--- config.mk ---
export PLATFORM = sky130hd
export DESIGN_NAME = axis_frame_capture
export DESIGN_NICKNAME = d
export VERILOG_FILES = /design/src/rtl/axis_frame_capture.sv
export SDC_FILE = /design/constraint.sdc
export NUM_CORES = 2
export LEC_CHECK = 0
export CORE_MARGIN = 4
export CORE_UTILIZATION = 30
export DETAILED_ROUTE_END_ITERATION = 8
export SYNTH_ARGS = -nofsm -noshare
export SYNTH_HDL_FRONTEND = slang
export SYNTH_SLANG_ARGS = --single-unit
export TNS_END_PERCENT = 30
--- constraint.sdc ---
create_clock -name clk -period 9.35 [get_ports clk]
set_clock_uncertainty 0.15 [all_clocks]
set_input_delay 0.935 -clock clk [delete_from_list [all_inputs] [get_ports clk]]
set_output_delay 0.935 -clock clk [all_outputs]
set_load 0.005 [all_outputs]
--- src/rtl/axis_frame_capture.sv ---
// AXI4-Stream sink: captures DEPTH samples into RAM after skipping SKIP_FRAMES frames, with a tlast framing check.
// Optional macro AXIS_FRAME_CAPTURE_SOF_ALIGN_EN starts capture on a frame boundary via a SYNC state.
module axis_frame_capture #(
  parameter int WIDTH       = 16,
  parameter int DEPTH       = 64,
  parameter int FRAME_LEN   = 64,
  parameter int SKIP_FRAMES = 0
) (
  input  logic                     clk,
  input  logic                     rst,
  input  logic                     arm,
  input  logic [2*WIDTH-1:0]       s_axis_tdata,
  input  logic                     s_axis_tvalid,
  input  logic                     s_axis_tlast,
  output logic                     s_axis_tready,
  input  logic [$clog2(DEPTH)-1:0] rd_addr,
  output logic [2*WIDTH-1:0]       rd_data,
  output logic                     full,
  output logic                     busy,
  output logic [$clog2(DEPTH):0]   wr_count,
  output logic                     tlast_err
);
  localparam int AW = $clog2(DEPTH);
  localparam int BW = (FRAME_LEN > 1) ? $clog2(FRAME_LEN) : 1;
  localparam int FW = $clog2(SKIP_FRAMES + 2);
  localparam logic [BW-1:0] BEAT_LAST  = BW'(FRAME_LEN - 1);
  localparam logic [FW-1:0] FRAME_LAST = FW'(SKIP_FRAMES - 1);
  localparam logic [AW:0]   WR_LAST    = (AW+1)'(DEPTH - 1);
  localparam logic [AW:0]   WR_FULL    = (AW+1)'(DEPTH);

  typedef enum logic [2:0] {
    IDLE    = 3'd0,
    SYNC    = 3'd1,
    SKIP    = 3'd2,
    CAPTURE = 3'd3,
    DONE    = 3'd4
  } state_t;

  localparam state_t FIRST_FRAME_STATE = (SKIP_FRAMES > 0) ? SKIP : CAPTURE;
`ifdef AXIS_FRAME_CAPTURE_SOF_ALIGN_EN
  localparam state_t START_STATE = SYNC;
`else
  localparam state_t START_STATE = FIRST_FRAME_STATE;
`endif

  state_t            state, next_state;
  logic              beat, start, checking, wr_en;
  logic [BW-1:0]     beat_cnt;
  logic [FW-1:0]     frame_cnt;
  logic [2*WIDTH-1:0] mem [DEPTH];

  // Upstream is never stalled; beats outside a capture are simply dropped.
  assign s_axis_tready = ~rst;
  assign beat          = s_axis_tvalid & s_axis_tready;
  assign start         = arm && ((state == IDLE) || (state == DONE));
  assign checking      = (state == SKIP) || (state == CAPTURE);
  assign wr_en         = beat && (state == CAPTURE) && (wr_count != WR_FULL);

  always_ff @(posedge clk) begin
    if (rst) state <= IDLE;
    else     state <= next_state;
  end

  always_comb begin
    next_state = state;
    case (state)
      IDLE, DONE: begin
        if (arm) next_state = START_STATE;
        else     next_state = state;
      end
`ifdef AXIS_FRAME_CAPTURE_SOF_ALIGN_EN
      SYNC: begin
        if (beat && s_axis_tlast) next_state = FIRST_FRAME_STATE;
        else                      next_state = state;
      end
`endif
      SKIP: begin
        if (beat && s_axis_tlast && (frame_cnt == FRAME_LAST)) next_state = CAPTURE;
        else                                                   next_state = state;
      end
      CAPTURE: begin
        if (wr_en && (wr_count == WR_LAST)) next_state = DONE;
        else                                next_state = state;
      end
      default: next_state = IDLE;
    endcase
  end

  always_ff @(posedge clk) begin
    if (rst) begin
      busy      <= 1'b0;
      full      <= 1'b0;
      wr_count  <= '0;
      tlast_err <= 1'b0;
      beat_cnt  <= '0;
      frame_cnt <= '0;
    end else begin
      busy <= (next_state == SYNC) || (next_state == SKIP) || (next_state == CAPTURE);
      full <= (next_state == DONE);
      if (start) begin
        wr_count  <= '0;
        tlast_err <= 1'b0;
        beat_cnt  <= '0;
        frame_cnt <= '0;
      end else begin
        if (wr_en) wr_count <= wr_count + 1'b1;
        // Error when tlast disagrees with the expected last-beat position of the frame.
        if (checking && beat && (s_axis_tlast != (beat_cnt == BEAT_LAST))) tlast_err <= 1'b1;
        if ((state == SYNC) && beat && s_axis_tlast)
          beat_cnt <= '0;
        else if (checking && beat)
          beat_cnt <= (s_axis_tlast || (beat_cnt == BEAT_LAST)) ? '0 : beat_cnt + 1'b1;
        if ((state == SKIP) && beat && s_axis_tlast) frame_cnt <= frame_cnt + 1'b1;
      end
    end
  end

  always_ff @(posedge clk) begin
    if (wr_en) mem[wr_count[AW-1:0]] <= s_axis_tdata;
  end

  // Read port returns pre-write data on an address collision.
  always_ff @(posedge clk) begin
    if (rst) rd_data <= '0;
    else     rd_data <= mem[rd_addr];
  end

endmodule

==> out/qor.txt <==
status = finished, final reports clean
Rel. slew slack = 4.81%
Worst-Margin Slew = 1.43 ns
Area Growth Syn to Fin = 15.1%
crit path DAT = 4.56 ns
# Max-Cap Violations = 0
final period utilization = 45.5%
mapped cell area = 80200 um^2
Sw Pwr = 4.15 mW
setup TNS = 0 ns
CTS clk-pin slew, worst paths = 0.06 ns
total power = 19.4 mW
Power Internal = 15.3 mW
Post-CTS Setup Inserts = 0
Final nets = 3762
clk sinks = 2100
startpoint types = flip-flop
Die Y = 525 um
core area = 266000 um^2
share of cells above drive strength 1 = 27.5%
Critical Path Sink Type = flip-flop
Synth async-reset ratio = 0%
Leakage = 28.2 nW
CTS Hold Buffers Added = 0
Synth area leaders = edfxtp_1, mux4_2, mux2i_1
Clk pwr share = 42.1%
flop-to-flop setup slack = 5.10 ns
post-DR vias/cell = 5.20
Post-CTS Resized = 0
CTS tree = done
Crit path required time = 9.65 ns
Hold Fails Final Rpt = 0
# H-tree levels = 4
Inserted Clock Buffers = 211
CP Launch Point = wr_count[4]
RR Endpoint = mem[35][5]
Post-Syn Area per Cell = 23.0 um^2
Synth cell types = 61
post-synth top area share = 76.7%
placer congestion estimate = 0.780
maximum clock path buffer count = 3
Syn. warnings = 0
FF-to-FF path depth = 6
I/O pin total = 86
register area share after synthesis = 78.0%
fmax = 235 MHz
sequential share of power = 53.4%
CTS root buf = clkbuf_16
RSZ-0062 raised after global routing = no
synthesized net count = 3538
Synth Flop Type = edfxtp_1
vias in the first global route = 38782
CP max FO = 19
Min-Delay Path Class = reg -> reg
HPWL Detailed = 124000 um
critical path class = reg -> reg
die width = 525 um
total global routing track utilization = 15.9%
Initial Utilization = 30.2%
final WL = 223000 um
antenna violations before repair = 16
DRC = 0
peak supply drop = 185 uV
cells after synthesis = 3491
Site Rows = 189
Skew-Pair Late Insertion Delay = 0.84 ns
largest area contributor in the netlist = edfxtp_1
I/O Buffers = 85
RR Startpoint = wr_count[4]
Comb pwr share = 4.5%
drt first pass iters = 5
Final min period = 4.25 ns
EDFF count, synth = 2048
final number of setup-violating endpoints = 0
total number of vias = 38704
critical path endpoint = mem[35][5]
initial DRC count = 4794
largest net degree at the start of global routing = 111
first-pass GRT wire length = 313000 um
Power Dens Cells = 210 nW/um^2
die area = 276000 um^2
wire length per cell = 30.0 um
Sw Share = 21.4%
Antenna Violating Nets Remaining = 0
total gr overflow = 0
#FFs+latches synth = 2100
Slew Limit Fails = 0
## layer usage
metal  routed length (um)  track usage (%)  up-vias  part of all wire (%)
met3                17900             2.97      305                   8.0
met1                91600             22.0    21273                    41
li1                     -                -    15353                     -
met5                   55                0        -                 0.025
met4                 5700             4.20        8                   2.6
met2               108000             25.8     1765                    48
## synth_stat cells, types with 8 or more instances
master	instances
edfxtp_1	2048
mux4_2	517
mux2i_1	139
nor2_1	97
a22oi_1	70
buf_2	59
nand2_1	54
dfxtp_1	52
clkbuf_1	48
a21oi_1	34
buf_4	34
nor2b_1	33
buf_6	31
mux2_2	26
nand3_1	22
a22o_1	21
buf_1	15
a211oi_1	14
o211ai_1	12
a221oi_1	11
o21ai_0	11
a31oi_1	10
o21ai_1	9
a211o_1	8
and2_1	8
## per-stage QoR
step	cells	hold WS, ns	instance area (um^2)	util [%]	setup slack, ns
after CTS	7431	0.365	92300	34.8	5.15
after detailed placement	7035	0.350	85600	32.2	4.42
after global placement	7034	0.315	85600	32.2	4.45
final	7436	0.353	92300	34.8	5.10
after floorplan	3491	0.304	80200	-	5.29
after global routing	7431	0.389	92300	34.8	4.99
## how the worst min path moves through the flow
stage	cells after the start	end	slack, ns	startpoint
after global routing	2	tlast_err	0.39	tlast_err
after detailed placement	2	tlast_err	0.35	tlast_err
after CTS	2	beat_cnt[5]	0.36	beat_cnt[5]
after floorplan	2	beat_cnt[5]	0.30	beat_cnt[5]
final	2	tlast_err	0.35	tlast_err
after global placement	2	beat_cnt[5]	0.32	beat_cnt[5]
## logic make-up (layout without fill, tap and decap cells)
logic type,after synthesis,count (layout),synth area share [%]
flops,2100,2100,78.0
mux,682,682,16.6
simple gates,257,257,1.52
compound gates,244,244,2.23
buf+inv,195,602,1.48
xor+xnor,9,9,0.0983
fa+ha+maj,4,4,0.0624
other cells,0,5,0
## power groups by stage
stage | combinational [mW] | clock [mW] | sequential, mW
2_1_floorplan | 0.485 | 0 | 10.5
3_3_place_gp | 0.877 | 0 | 10.6
3_5_place_dp | 0.888 | 0 | 10.6
4_1_cts | 0.889 | 8.31 | 10.4
5_1_grt | 0.928 | 8.71 | 10.4
6_report | 0.876 | 8.18 | 10.4
## sequential cells by signal, summed over array words and instances, names as in the netlist
name       cells
state          3
wr_count       7
busy           1
full           1
rd_data       32
frame_cnt      1
beat_cnt       6
mem         2048
tlast_err      1
## cell usage in the layout, fill, tap and decap left out, types with 8 or more instances in the layout
cell type        instances
dfxtp_1                 52
nor2b_1                 29
a21oi_1                 34
mux2_2                  26
nor2_1                  31
a221oi_1                11
o21ai_0                 11
clkinv_2                35
o21ai_1                  9
buf_2                   34
bufinv_16                9
nor2_4                  65
clkdlybuf4s50_1         46
clkbuf_8                16
clkbuf_1                68
buf_12                   8
buf_4                  109
a211oi_1                14
edfxtp_1              2048
a31oi_1                 10
clkinv_1                33
nand3_1                 22
a22o_1                  21
a22oi_1                 70
mux2i_1                139
nand2_1                 54
clkbuf_16              214
a211o_1                  8
o211ai_1                12
mux4_2                 517
## worst max-delay path, cell delays in order (launching register included)
cell and delay [ns]:
dfxtp_1 0.62, or3_1 0.78, o211ai_1 0.20, nor2_1 0.25, nand2_1 0.53, nor2_4 0.77
buf_4 0.55
## area by class of cell
| type | instances | area, um^2 |
|---|---|---|
| flip-flops and latches | 2100 | 62500 |
| repair buffers | 200 | 1650 |
| clock inverters | 98 | 861 |
| multi-input cells | 1196 | 17000 |
| inverters | 6 | 22.5 |
| well taps | 3533 | 4420 |
| clock buffers | 298 | 5830 |
| diodes | 5 | 12.5 |
| fillers | 24309 | 173000 |
(Power assumes the default switching activity.)
